--- config.mk ---
export PLATFORM = sky130hd
export DESIGN_NAME = rx_ctrl_unit
export DESIGN_NICKNAME = d
export VERILOG_FILES = /design/src/rtl/rx_ctrl_unit.sv
export SDC_FILE = /design/constraint.sdc
export NUM_CORES = 1
export LEC_CHECK = 0
export CORE_MARGIN = 1.5
export CORE_UTILIZATION = 46
export DETAILED_ROUTE_END_ITERATION = 12
export HOLD_SLACK_MARGIN = 0.05
export PLACE_DENSITY = 0.76
export SYNTH_ARGS = -nofsm -noshare
export SYNTH_HDL_FRONTEND = slang
export SYNTH_SLANG_ARGS = --single-unit
--- constraint.sdc ---
create_clock -name clk -period 1.9 [get_ports clk]
set_clock_uncertainty 0.1 [all_clocks]
set_input_delay 0.38 -clock clk [delete_from_list [all_inputs] [get_ports clk]]
set_output_delay 0.38 -clock clk [all_outputs]
set_load 0.03 [all_outputs]
--- src/rtl/rx_ctrl_unit.sv ---
// Receive-path control FSM for USB full-speed: frames packets, checks SYNC, strobes FIFO writes, flags errors.
// Optional per-packet stored-byte counter output enabled with `define RX_BYTE_CNT_EN.
module rx_ctrl_unit #(
    parameter logic [7:0]  SYNC_BYTE     = 8'h80,
    parameter int unsigned BITS_PER_BYTE = 8
) (
    input  logic       clk,
    input  logic       n_rst,
    input  logic       d_edge,
    input  logic       eop,
    input  logic       shift_enable,
    input  logic       byte_received,
    input  logic [7:0] rcv_data,
    output logic       rcving,
    output logic       w_enable,
    output logic       r_error
`ifdef RX_BYTE_CNT_EN
    ,
    output logic [7:0] byte_count
`endif
);

    localparam int unsigned CNT_W = (BITS_PER_BYTE > 1) ? $clog2(BITS_PER_BYTE) : 1;

    typedef enum logic [2:0] {
        IDLE,
        SYNC_RX,
        SYNC_CHK,
        DATA_RX,
        STORE,
        EOP_WAIT,
        ERR_EOP_WAIT,
        ERR_IDLE
    } state_t;

    state_t             state;
    state_t             state_nxt;
    logic [CNT_W-1:0]   bit_cnt;
    logic [CNT_W-1:0]   bit_cnt_nxt;
    logic               eop_seen;
    logic               eop_seen_nxt;
    logic               se_eop;

    assign se_eop = shift_enable & eop;

    // Next-state decode; byte_received outranks a coincident EOP sample.
    always_comb begin
        state_nxt    = state;
        eop_seen_nxt = eop_seen;
        case (state)
            IDLE: begin
                if (d_edge) state_nxt = SYNC_RX;
            end
            SYNC_RX: begin
                if (byte_received) begin
                    state_nxt = SYNC_CHK;
                end else if (se_eop) begin
                    state_nxt    = ERR_EOP_WAIT;
                    eop_seen_nxt = 1'b1;
                end
            end
            SYNC_CHK: begin
                if (rcv_data == SYNC_BYTE) begin
                    state_nxt = DATA_RX;
                end else begin
                    state_nxt    = ERR_EOP_WAIT;
                    eop_seen_nxt = 1'b0;
                end
            end
            DATA_RX: begin
                if (byte_received) begin
                    state_nxt = STORE;
                end else if (se_eop) begin
                    if (bit_cnt == '0) begin
                        state_nxt = EOP_WAIT;
                    end else begin
                        state_nxt    = ERR_EOP_WAIT;
                        eop_seen_nxt = 1'b1;
                    end
                end
            end
            STORE: begin
                state_nxt = DATA_RX;
            end
            EOP_WAIT: begin
                if (d_edge) state_nxt = IDLE;
            end
            ERR_EOP_WAIT: begin
                // Bad SYNC lands here before the EOP; the line-idle edge only counts after it.
                if (!eop_seen) begin
                    if (se_eop) eop_seen_nxt = 1'b1;
                end else if (d_edge) begin
                    state_nxt = ERR_IDLE;
                end
            end
            ERR_IDLE: begin
                if (d_edge) state_nxt = SYNC_RX;
            end
            default: begin
                state_nxt = IDLE;
            end
        endcase
    end

    // Bit position within the current data byte.
    always_comb begin
        bit_cnt_nxt = '0;
        if (state == DATA_RX || state == STORE) begin
            if (byte_received) begin
                bit_cnt_nxt = '0;
            end else if (shift_enable && !eop) begin
                bit_cnt_nxt = bit_cnt + CNT_W'(1);
            end else begin
                bit_cnt_nxt = bit_cnt;
            end
        end
    end

    always_ff @(posedge clk or negedge n_rst) begin
        if (!n_rst) begin
            state    <= IDLE;
            bit_cnt  <= '0;
            eop_seen <= 1'b0;
            rcving   <= 1'b0;
            w_enable <= 1'b0;
            r_error  <= 1'b0;
        end else begin
            state    <= state_nxt;
            bit_cnt  <= bit_cnt_nxt;
            eop_seen <= eop_seen_nxt;
            rcving   <= !(state_nxt == IDLE || state_nxt == ERR_IDLE);
            w_enable <= (state == STORE);
            r_error  <= (state_nxt == ERR_EOP_WAIT || state_nxt == ERR_IDLE);
        end
    end

`ifdef RX_BYTE_CNT_EN
    // Stored bytes in the current packet, saturating; cleared on each new SYNC_RX entry.
    always_ff @(posedge clk or negedge n_rst) begin
        if (!n_rst) begin
            byte_count <= 8'h00;
        end else if (state_nxt == SYNC_RX && state != SYNC_RX) begin
            byte_count <= 8'h00;
        end else if (state == STORE && byte_count != 8'hFF) begin
            byte_count <= byte_count + 8'd1;
        end
    end
`endif

endmodule

; Word level (Yosys, flattened, before mapping)
; Index checks and enable logic that the tools add are counted.
[word_totals]
regBits = 10
in_bits = 14
elab_cells = 60
[classes]
addsub = 1
eq_ne = 17
muxes = 23
n_bitwise = 1
reduce_logical = 12
[op_table]
columns = operator, count
row1 = $mux W3, 12
row2 = $pmux W3 S7, 1
row3 = $eq A3 B3 Y1 const B, 6
row4 = $ne A2 B2 Y1 const B, 6
row5 = $logic_not A3 Y1, 3
row6 = $eq A8 B8 Y1 const B, 1
row7 = $mux W1, 8
row8 = $reduce_and A7 Y1, 1
row9 = $eq A3 B2 Y1 const B, 2
row10 = $pmux W1 S4, 1
row11 = $reduce_bool A4 Y1, 1
row12 = $add A3 B1 Y3 const B, 1
row13 = $eq A3 B1 Y1 const B, 1
row14 = $logic_or A1 B1 Y1, 3
row15 = $ne A3 B2 Y1 const B, 1
row16 = $logic_not A1 Y1, 2
row17 = $mux W2, 1
row18 = $reduce_or A2 Y1, 1
row19 = $and A1 B1 Y1, 1
row20 = $logic_and A1 B1 Y1, 1

; Longest topological paths before layout
; Gate-level depths: netlist of the first run.
[logic_depth]
ltp_word = 8
mapped_depth = 7
ltp_nobuf = 7

; Worst setup path before layout of the first run
; Ideal clock, no wire load.
[synth_path]
path_kind = input to register
start = in rcv_data[1]
end = reg rcving
setup_ns = 0.126
arrival_ns = 1.244
slack_ns = 0.430
cell_stages = 5
path_cell_list = nor4_4 -> a211oi_1 -> a211o_1 -> nor3_1 -> a21oi_2
[synth_between]
elab_chain_cells = 6
[synth_rtl]
columns = element, line_no
row1 = from (decl), 13  ; input logic [7:0] rcv_data,
row2 = $eq A8 B8 Y1 *, 63  ; if (rcv_data == SYNC_BYTE) begin
row3 = $mux W3 *, 63
row4 = $pmux W3 S7 *, 50  ; case (state)
row5 = via state_nxt[2], 37  ; state_t state_nxt;
row6 = $eq A3 B3 Y1 / $logic_not A3 Y1 (equally long branches), 131  ; rcving <= !(state_nxt == IDLE || state_nxt == ERR_IDLE);
row7 = $logic_or A1 B1 Y1 *, 131
row8 = $logic_not A1 Y1 *, 131
row9 = to (signal assigned), 131
row10 = to (decl), 14  ; output logic rcving,
; Mark *: on every way through the listed nets, which the timed path passes. The rest lies on a longest branch.
; A chain may end at the register's enable or synchronous reset.

; Worst setup path after layout of the first run
[layout_path]
start = in rcv_data[5]
end = reg rcving
; The elaborated chain is that of the path after synthesis.

==> results of run 1 <==
==> power breakdown <==
group,switching [uW],internal [uW]
Combinational,281,268
Clock,75.9,116
Sequential,89.2,285
Total,446,669
==> synth_stat cells, drive strengths merged <==
cell type	number	area share [%]
dfrtp	10	38
nor2	8	4.9
a21oi	7	5.8
nand2	5	2.8
and2	4	4.2
buf	3	3.6
inv	3	1.7
nor2b	3	2.8
ha	2	3.8
nand2b	2	2.3
nand4b	2	2.6
o221ai	2	3.6
a2111oi	1	1.3
a211o	1	1.3
a211oi	1	1.1
a31oi	1	0.94
nand3b	1	1.1
nor3	1	0.75
nor4	1	3.2
nor4b	1	3.6
o2111ai	1	1.3
o21ai	1	0.75
o21ba	1	1.5
o21bai	1	1.1
o311ai	1	1.3
o31ai	1	1.1
or3	1	0.94
xnor2	1	1.3
xor2	1	1.3
==> flip-flops by register name, indices dropped and copies added, names as in the netlist <==
| signal | flops |
|---|---|
| state | 3 |
| eop_seen | 1 |
| w_enable | 1 |
| r_error | 1 |
| rcving | 1 |
| bit_cnt | 3 |
==> worst paths after layout <==
kind	startpoint	end	cells after the start
worst min-delay path	n_rst	eop_seen	1
worst max register to register	bit_cnt[0]	eop_seen	6
max in group asynchronous	n_rst	bit_cnt[0]	1
worst max-delay path	rcv_data[5]	rcving	6
worst min register to register	eop_seen	eop_seen	2
min in group clk	eop_seen	eop_seen	2
==> cell families after synthesis <==
group                      after synthesis  synth area share [%]
AOI/OAI and AO/OA                       19                  21.3
and+or+nand+nor                         29                  29.2
DFF                                     10                  37.7
adders and majority gates                2                  3.77
xor gates and xnor gates                 2                  2.64
buffers and inverters                    6                  5.28
==> per-layer routing <==
layer  global-route usage, %  wire [um]  share of wire, %
met1                    27.6        654                50
met2                    31.6        581                45
met3                    6.52         56               4.3
met4                    5.00          5              0.39
met5                       0          0                 0
==> stage by stage <==
| stage | worst slack [ns] | TNS, ns | hold WS (ns) | total power (uW) |
|---|---|---|---|---|
| finish | 0.0771 | 0 | 0.321 | 1110 |
| global route | 0.00511 | 0 | 0.359 | 1200 |
| CTS | 0.0727 | 0 | 0.336 | 1120 |
| detailed placement | -0.198 | -0.321 | 0.461 | 930 |
| global placement | -0.194 | -0.285 | 0.439 | 918 |
| floorplan | 0.430 | 0 | -0.0156 | 790 |
==> layout make-up <==
type | instances | area (um2) | share of cell area [%]
multi-input combinational | 52 | 378 | 43.5
tap | 15 | 18.8 | 2.16
sequential | 10 | 250 | 28.8
inverter | 3 | 11.3 | 1.29
clock buffer | 4 | 36.3 | 4.17
timing repair buffer | 18 | 175 | 20.1
==> impl_metrics.yaml, run 1 <==
run_status:
  status: "completed"
critical_path:
  required_ns: 1.94
  critPathLaunchType: "input port"
  cp_top_family: "simple AND/OR/NAND/NOR gates"
  crit_path_max_fanout: 2
  critical-path-slowest-cell: "clkdlybuf4s50_1"
  cpPeakStageDelay_ns: 0.44
  critical_path.n_buffers_inverters: 1
  startpoint_to_endpoint_class_of_the_critical_path: "in -> reg"
  path_cells: "clkdlybuf4s50_1, nor4b_4, nand2_1, o311ai_1, and2_1, a21oi_2"
  worstPathArrival_ns: 1.87
  endpoint_class_of_the_critical_path: "flop"
  setup.reg_to_reg.worst_slack_ns: 0.22
pwr:
  peakVddDrop_mv: 1.02
  leakage_uw: 0.000353
  power_density_nw_per_um2: 1280
clocking:
  worst_skew_pair.late_latency_ns: 0.27
  cts.clk_slew.worst_paths_ns: 0.07
  cts_repair_resize_count: 0
  cts_hold_repair_buffers: 0
  tritoncts_clock_tree: "built"
  post_cts.repair.setup_buffers: 0
  cts_made_buffers: 3
  cts.sinks: 10
  clk_path_buf_depth: 2
  h-tree-depth: 1
  root_buffer_selected_by_cts: "clkbuf_4"
cells_and_area:
  most-common-layout-cells: "clkdlybuf4s50_1 (16), dfrtp_1 (10), nor2_1 (7), a21oi_1 (6), nand2_1 (5)"
  fillerInstances: 105
  layout.cells.most_common: "clkdlybuf4s50_1"
  drive_above_1_share_pct: 14.9
  post_layout_nonfiller_instances: 102
  stdcell_area_um2: 870
  final_core_utilization_pct: 66.0
  fin_nets: 104
  antenna_cells: 0
  syn2layout_area_growth_pct: 31.1
logic_synthesis:
  syn_area_per_cell_um2: 9.75
  synth_area_um2: 663
  yosys.cell_types.count: 36
  synth_seq_area_share_pct: 37.7
  postSynthCellCount: 68
  syn_nets: 84
  synth-seq-cells: 10
  yosys_warnings: 0
routing:
  count_of_unresolved_drc_violations_after_routing: 0
  avgRoutedWirePerCell_um: 12.7
  final_antenna_net_count: 0
  via_count: 549
  drt-total-wl_mm: 1.30
  routed_via_density: 5.38
  drt_pre_antenna_iters: 4
  drtIter0Drc: 6
timing:
  hold_violations: 0
  rsz0062_at_grt: "no"
  timing.final.crit_share_pct: 95.9
  timing.final.setup_violations: 0
  timing.max_slew.rel_slack_pct: 67.1
  clock.fmax_mhz: 549
  final_max_slew_viol_count: 0
  timing_worst_slew_pin_value_ns: 0.481
  final.min_clock_period_ns: 1.82
place:
  placed_cell_area_um2: 833
  post-dp-hpwl_mm: 1.02
  io_buffers: 16
  gp_routability_congestion: 0.774
  place_inst: 98
global_route:
  global_route_wire_length_before_repair_mm: 2.18
  global_route.usage.total_pct: 20.5
  first_global_vias: 511
  largest_net_degree_at_the_start_of_global_routing: 13
  antenna_found_initial: 0
  overflow: 0
floorplan:
  num_rows: 13
  die_w_um: 41.0
  floorplan.initialDensity_pct: 50.3
  die-area_um2: 1680
  core-area_um2: 1320
  ioPinCount: 17
  die_height_um: 41.0
job:
  drv.max_cap_violation_count: 0
worst_hold_path:
  type_of_the_tightest_min_delay_check: "in -> async"
Note: power is estimated with default switching activity, not from simulation.
==> inputs of run 2 (changes only) <==
--- a/config.mk
+++ b/config.mk
@@ -5,11 +5,12 @@
 export SDC_FILE = /design/constraint.sdc
 export NUM_CORES = 1
 export LEC_CHECK = 0
+export ABC_AREA = 1
 export CORE_MARGIN = 1.5
-export CORE_UTILIZATION = 46
+export CORE_UTILIZATION = 49
 export DETAILED_ROUTE_END_ITERATION = 12
 export HOLD_SLACK_MARGIN = 0.05
-export PLACE_DENSITY = 0.76
+export PLACE_DENSITY = 0.77
 export SYNTH_ARGS = -nofsm -noshare
 export SYNTH_HDL_FRONTEND = slang
 export SYNTH_SLANG_ARGS = --single-unit
==> run 2 against run 1 <==
Effect of this change:
- first-iteration DRC count grew 50%
- via count increased by 53%
- sequential power grew 7.0%
- non-clock buffer count is 2 lower
- sequential cell count did not move
- critical path depth shrank 5
- cell count up 62%
- total power grew 22%
- sequential share of layout area is 4.0 points lower
- synthesized area increased by 22%
- wire length up 32%
- critical path type is now reg -> out
- largest power group unchanged
==> impl_metrics.yaml, run 2 <==
run_status:
  status: "completed"
clocking:
  cts.clk_slew.worst_paths_ns: 0.08
  cts_hold_repair_buffers: 0
  cts_made_buffers: 3
  cts_repair_resize_count: 0
  post_cts.repair.setup_buffers: 0
  clk_path_buf_depth: 2
  worst_skew_pair.late_latency_ns: 0.27
  root_buffer_selected_by_cts: "clkbuf_4"
  cts.sinks: 10
  h-tree-depth: 1
  tritoncts_clock_tree: "built"
timing:
  rsz0062_at_grt: "no"
  timing.final.crit_share_pct: 91.9
  clock.fmax_mhz: 573
  timing.max_slew.rel_slack_pct: 68.6
  setup_total_negative_slack_ns: 0
  timing_worst_slew_pin_value_ns: 0.470
  final.min_clock_period_ns: 1.75
  hold_violations: 0
  final_max_slew_viol_count: 0
  timing.final.setup_violations: 0
cells_and_area:
  fillerInstances: 150
  top_regs: "bit_cnt (3), state (3)"
  syn2layout_area_growth_pct: 24.4
  drive_above_1_share_pct: 9.40
  layout.cells.most_common: "nand2_1"
  fin_nets: 166
  antenna_cells: 0
  post_layout_nonfiller_instances: 165
  most-common-layout-cells: "nand2_1 (43), inv_1 (22), nor2_1 (16), clkdlybuf4s50_1 (16)"
floorplan:
  num_rows: 14
  die_w_um: 43.7
  die-area_um2: 1910
  die_height_um: 43.7
  ioPinCount: 17
  core-area_um2: 1520
  floorplan.initialDensity_pct: 53.2
place:
  place_inst: 161
  gp_routability_congestion: 0.945
  io_buffers: 16
  post-dp-hpwl_mm: 1.44
logic_synthesis:
  synth_xor_area_share_pct: 1.08
  synth_top_cell_area_share_pct: 30.9
  postSynth.topFlopCell: "dfrtp_1"
  synth-seq-cells: 10
  syn_nets: 147
  yosys.cell_types.count: 21
  syn_area_per_cell_um2: 6.19
  count_of_flip_flops_with_a_built_in_enable_after_synthesis: 0
  postSynthCellCount: 131
  synth_seq_area_share_pct: 30.9
  synthMuxAreaShare_pct: 0
  combinational_family_with_the_most_area_after_synthesis: "simple AND/OR/NAND/NOR gates"
  synth_top_cells_by_count: "nand2_1 (43), inv_1 (22), nor2_1 (16)"
  complex_gate_fraction_of_the_synthesized_area_pct: 6.17
  ys_async_sr_fraction_pct: 100
  post_synth_fa_ha_maj_area_fraction_pct: 3.09
  post_synth_and_or_nand_nor_area_fraction_pct: 44.9
  yosys_warnings: 0
  synth.area.top_cells: "dfrtp_1 (31%), nand2_1 (20%), inv_1 (10%)"
  synth_top_cell_by_area: "dfrtp_1"
  post-synth-top-count-cell: "nand2_1"
  synth_area_um2: 811
routing:
  final_antenna_net_count: 0
  routed_via_density: 5.08
  count_of_unresolved_drc_violations_after_routing: 0
  drt-total-wl_mm: 1.71
  drt_pre_antenna_iters: 4
  avgRoutedWirePerCell_um: 10.4
  via_count: 838
  drtIter0Drc: 9
global_route:
  antenna_found_initial: 0
  overflow: 0
  global_route.usage.total_pct: 21.5
  first_global_vias: 815
  largest_net_degree_at_the_start_of_global_routing: 13
  global_route_wire_length_before_repair_mm: 3.16
critical_path:
  startpoint_to_endpoint_class_of_the_critical_path: "reg -> out"
  critical-path-slowest-cell: "clkdlybuf4s50_1"
  worstPathArrival_ns: 1.27
  crit_path_max_fanout: 1
  endpoint_class_of_the_critical_path: "primary output"
  cp_top_family: "buffers and inverters"
  required_ns: 1.42
  path_cells: "clkdlybuf4s50_1"
  critPathLaunchType: "flop"
  critical_path.n_buffers_inverters: 1
  cpPeakStageDelay_ns: 0.66
pwr:
  leakage_uw: 0.000563
  power_density_nw_per_um2: 1350
  peakVddDrop_mv: 1.02
job:
  drv.max_cap_violation_count: 0
worst_hold_path:
  type_of_the_tightest_min_delay_check: "in -> async"
==> run 2: cell types whose count changed after synthesis, sizes merged, moves of 3 or more <==
cell   before  now
nor2b       3    0
and2        4    0
nor2        8   19
nand4       0    5
a21oi       7    4
nand2       5   45
nand3       0   12
inv         3   25
==> run 2: power by group <==
group          switching (uW)  total, uW  internal [uW]
Combinational             475        762            287
Clock                    79.4        196            116
Sequential                110        400            289
Total                     665       1360            692
==> run 2: area by class of cell <==
| type | count | area [um2] | area share [%] |
|---|---|---|---|
| clock buffers | 4 | 36.3 | 3.60 |
| inverters | 25 | 93.8 | 9.31 |
| multi-input cells | 94 | 448 | 44.4 |
| flip-flops and latches | 10 | 250 | 24.8 |
| well taps | 16 | 20.0 | 1.99 |
| repair buffers | 16 | 160 | 15.9 |
==> run 2: final timing paths <==
check	slack [ns]	endpoint	cells past startpoint	from
max reg2reg	0.35	rcving	10	state[2]
min in group clk	0.46	bit_cnt[1]	2	bit_cnt[1]
min reg2reg	0.46	bit_cnt[1]	2	bit_cnt[1]
max	0.15	w_enable	1	w_enable
min	0.32	w_enable	1	n_rst
max in group asynchronous	1.04	state[1]	1	n_rst
==> run 2: routing by layer <==
| metal | GRT usage (%) | part of all wire [%] | vias up |
|---|---|---|---|
| met5 | 0 | 0 | - |
| met2 | 38.2 | 51 | 20 |
| met4 | 7.27 | 1.4 | 0 |
| met1 | 26.0 | 43 | 376 |
| met3 | 3.75 | 4.4 | 2 |
| li1 | - | - | 440 |
==> run 2: kinds of logic (layout without fill, tap and decap cells) <==
group / count (synthesis) / in the layout
compound gates: 9 / 9
buf+inv: 27 / 45
simple gates: 82 / 82
fa+ha+maj: 2 / 2
xor+xnor: 1 / 1
flops: 10 / 10
==> run 2: metrics by stage <==
step	cell area [um2]	utilization [%]	setup WS (ns)	power, uW	hold slack [ns]
6_report	1010	66.2	0.155	1360	0.323
5_1_grt	1010	66.2	0.107	1500	0.356
4_1_cts	1010	66.2	0.136	1370	0.326
3_5_place_dp	972	63.8	0.0342	1160	0.459
3_3_place_gp	972	63.8	0.0915	1160	0.437
2_1_floorplan	811	-	0.578	988	-0.0156
==> inputs of run 3 (changes only) <==
==> constraint.sdc (replaced) <==
create_clock -name clk -period 1.8 [get_ports clk]
set_clock_uncertainty 0.1 [all_clocks]
set_input_delay 0.36 -clock clk [delete_from_list [all_inputs] [get_ports clk]]
set_output_delay 0.36 -clock clk [all_outputs]
set_load 0.03 [all_outputs]
==> run 3 against run 2 <==
Effect of this change:
- global-route usage up 1.1 points
- critical path type unchanged
- cell count up 1.8%
- worst hold slack worse by 0.022 ns
- worst setup slack lost 0.084 ns
- total power rose by 7.8%
- combinational power increased by 7.9%
==> impl_metrics.yaml, run 3 (synthesis results as in run 2) <==
cells_and_area:
  footprint_of_the_multi_input_gates_um2: 448
  drive_above_1_share_pct: 11.2
  fillerInstances: 133
  stdcell_area_um2: 1030
  most-common-layout-cells: "nand2_1 (43), inv_1 (22), nor2_1 (16), clkdlybuf4s50_1 (16)"
  top_regs: "bit_cnt (3), state (3)"
  antenna_cells: 0
  layout.cells.most_common: "nand2_1"
  sequential_cell_area_um2: 250
  final_core_utilization_pct: 67.7
  post_layout_nonfiller_instances: 168
  syn2layout_area_growth_pct: 27.2
  fin_nets: 169
timing:
  final_max_slew_viol_count: 0
  hold_violations: 0
  setup_total_negative_slack_ns: 0
  timing_worst_slew_pin_value_ns: 0.490
  rsz0062_at_grt: "no"
  timing.max_slew.rel_slack_pct: 67.2
  timing.final.setup_violations: 0
  final.min_clock_period_ns: 1.73
  timing.final.crit_share_pct: 96.1
  clock.fmax_mhz: 578
global_route:
  global_route_wire_length_before_repair_mm: 3.22
  first_global_vias: 822
  largest_net_degree_at_the_start_of_global_routing: 13
  antenna_found_initial: 0
  overflow: 0
  global_route.usage.total_pct: 22.7
floorplan:
  floorplan.initialDensity_pct: 53.2
  ioPinCount: 17
  die_height_um: 43.7
  die_w_um: 43.7
  core-area_um2: 1520
  num_rows: 14
  die-area_um2: 1910
pwr:
  part_of_the_total_power_dissipated_in_combinational_logic_pct: 56.1
  fin_total_pwr_uw: 1460
  share_clk_of_total_power_pct: 15.0
  seq_power_share_pct: 28.9
  power_density_nw_per_um2: 1420
  p_int_uw: 735
  peakVddDrop_mv: 0.874
  switching_power_uw: 729
  leakage_uw: 0.000577
  sw_frac_of_total_pct: 49.8
critical_path:
  critical_path.n_buffers_inverters: 1
  crit_path_max_fanout: 1
  path_cells: "clkdlybuf4s50_1"
  endpoint_class_of_the_critical_path: "primary output"
  worstPathArrival_ns: 1.27
  startpoint_to_endpoint_class_of_the_critical_path: "reg -> out"
  cpPeakStageDelay_ns: 0.66
  critPathLaunchType: "flop"
  timing.critical_path.from: "w_enable"
  critical-path-slowest-cell: "clkdlybuf4s50_1"
  setup.reg_to_reg.worst_slack_ns: 0.25
  required_ns: 1.34
  rr_startpoint: "state[2]"
  cp_top_family: "buffers and inverters"
routing:
  count_of_unresolved_drc_violations_after_routing: 0
  drtIter0Drc: 41
  drt_pre_antenna_iters: 4
  via_count: 868
  drt-total-wl_mm: 1.83
  final_antenna_net_count: 0
  routed_via_density: 5.17
  avgRoutedWirePerCell_um: 10.9
worst_hold_path:
  type_of_the_tightest_min_delay_check: "in -> async"
run_status:
  status: "completed"
clocking:
  post_cts.repair.setup_buffers: 0
  h-tree-depth: 1
  tritoncts_clock_tree: "built"
  cts_made_buffers: 3
  cts_repair_resize_count: 0
  cts.clk_slew.worst_paths_ns: 0.08
  clk_path_buf_depth: 2
  cts.sinks: 10
  worst_skew_pair.late_latency_ns: 0.28
  root_buffer_selected_by_cts: "clkbuf_4"
  cts_hold_repair_buffers: 0
job:
  drv.max_cap_violation_count: 0
place:
  place_inst: 164
  placed_cell_area_um2: 995
  gp_routability_congestion: 0.958
  post-dp-hpwl_mm: 1.45
  io_buffers: 16
## run 3: cell types whose count changed in the layout (fill, tap and decap cells not counted)
cell	change
buf_4	+3
## run 3: power by group through the flow
| stage | registers, uW | logic, uW | clock network (uW) |
|---|---|---|---|
| final | 422 | 822 | 220 |
| after global routing | 435 | 945 | 226 |
| after CTS | 420 | 818 | 216 |
| after detailed placement | 426 | 811 | 0 |
| after global placement | 425 | 800 | 0 |
| after floorplan | 414 | 628 | 0 |
## run 3: metrics by stage
stage                     hold slack [ns]  worst slack (ns)
final                               0.301            0.0706
after global placement              0.443            0.0465
after detailed placement            0.438          -0.00699
after global routing                0.344            0.0327
after CTS                           0.330            0.0752
after floorplan                   -0.0356             0.478
## run 3: cell type report
| type | instances | share of cell area [%] |
|---|---|---|
| tap | 16 | 1.94 |
| clock buffer | 4 | 3.52 |
| multi-input combinational | 94 | 43.4 |
| sequential | 10 | 24.3 |
| inverter | 25 | 9.10 |
| timing repair buffer | 19 | 17.7 |
## run 3: path summary, 6_finish.rpt
| kind | depth (start not counted) | to |
|---|---|---|
| max | 1 | w_enable |
| min | 1 | w_enable |
| max reg2reg | 10 | rcving |
| min reg2reg | 2 | bit_cnt[1] |
| max in group asynchronous | 1 | state[2] |
| min in group clk | 2 | bit_cnt[1] |
## run 3: routing by layer
layer  global-route usage, %  up-vias  share of wire, %
met5                       0        -                 0
met4                    9.70        0               1.9
met3                    2.50        7               6.2
met2                    41.2       34                50
met1                    26.6      382                42
li1                        -      445                 -
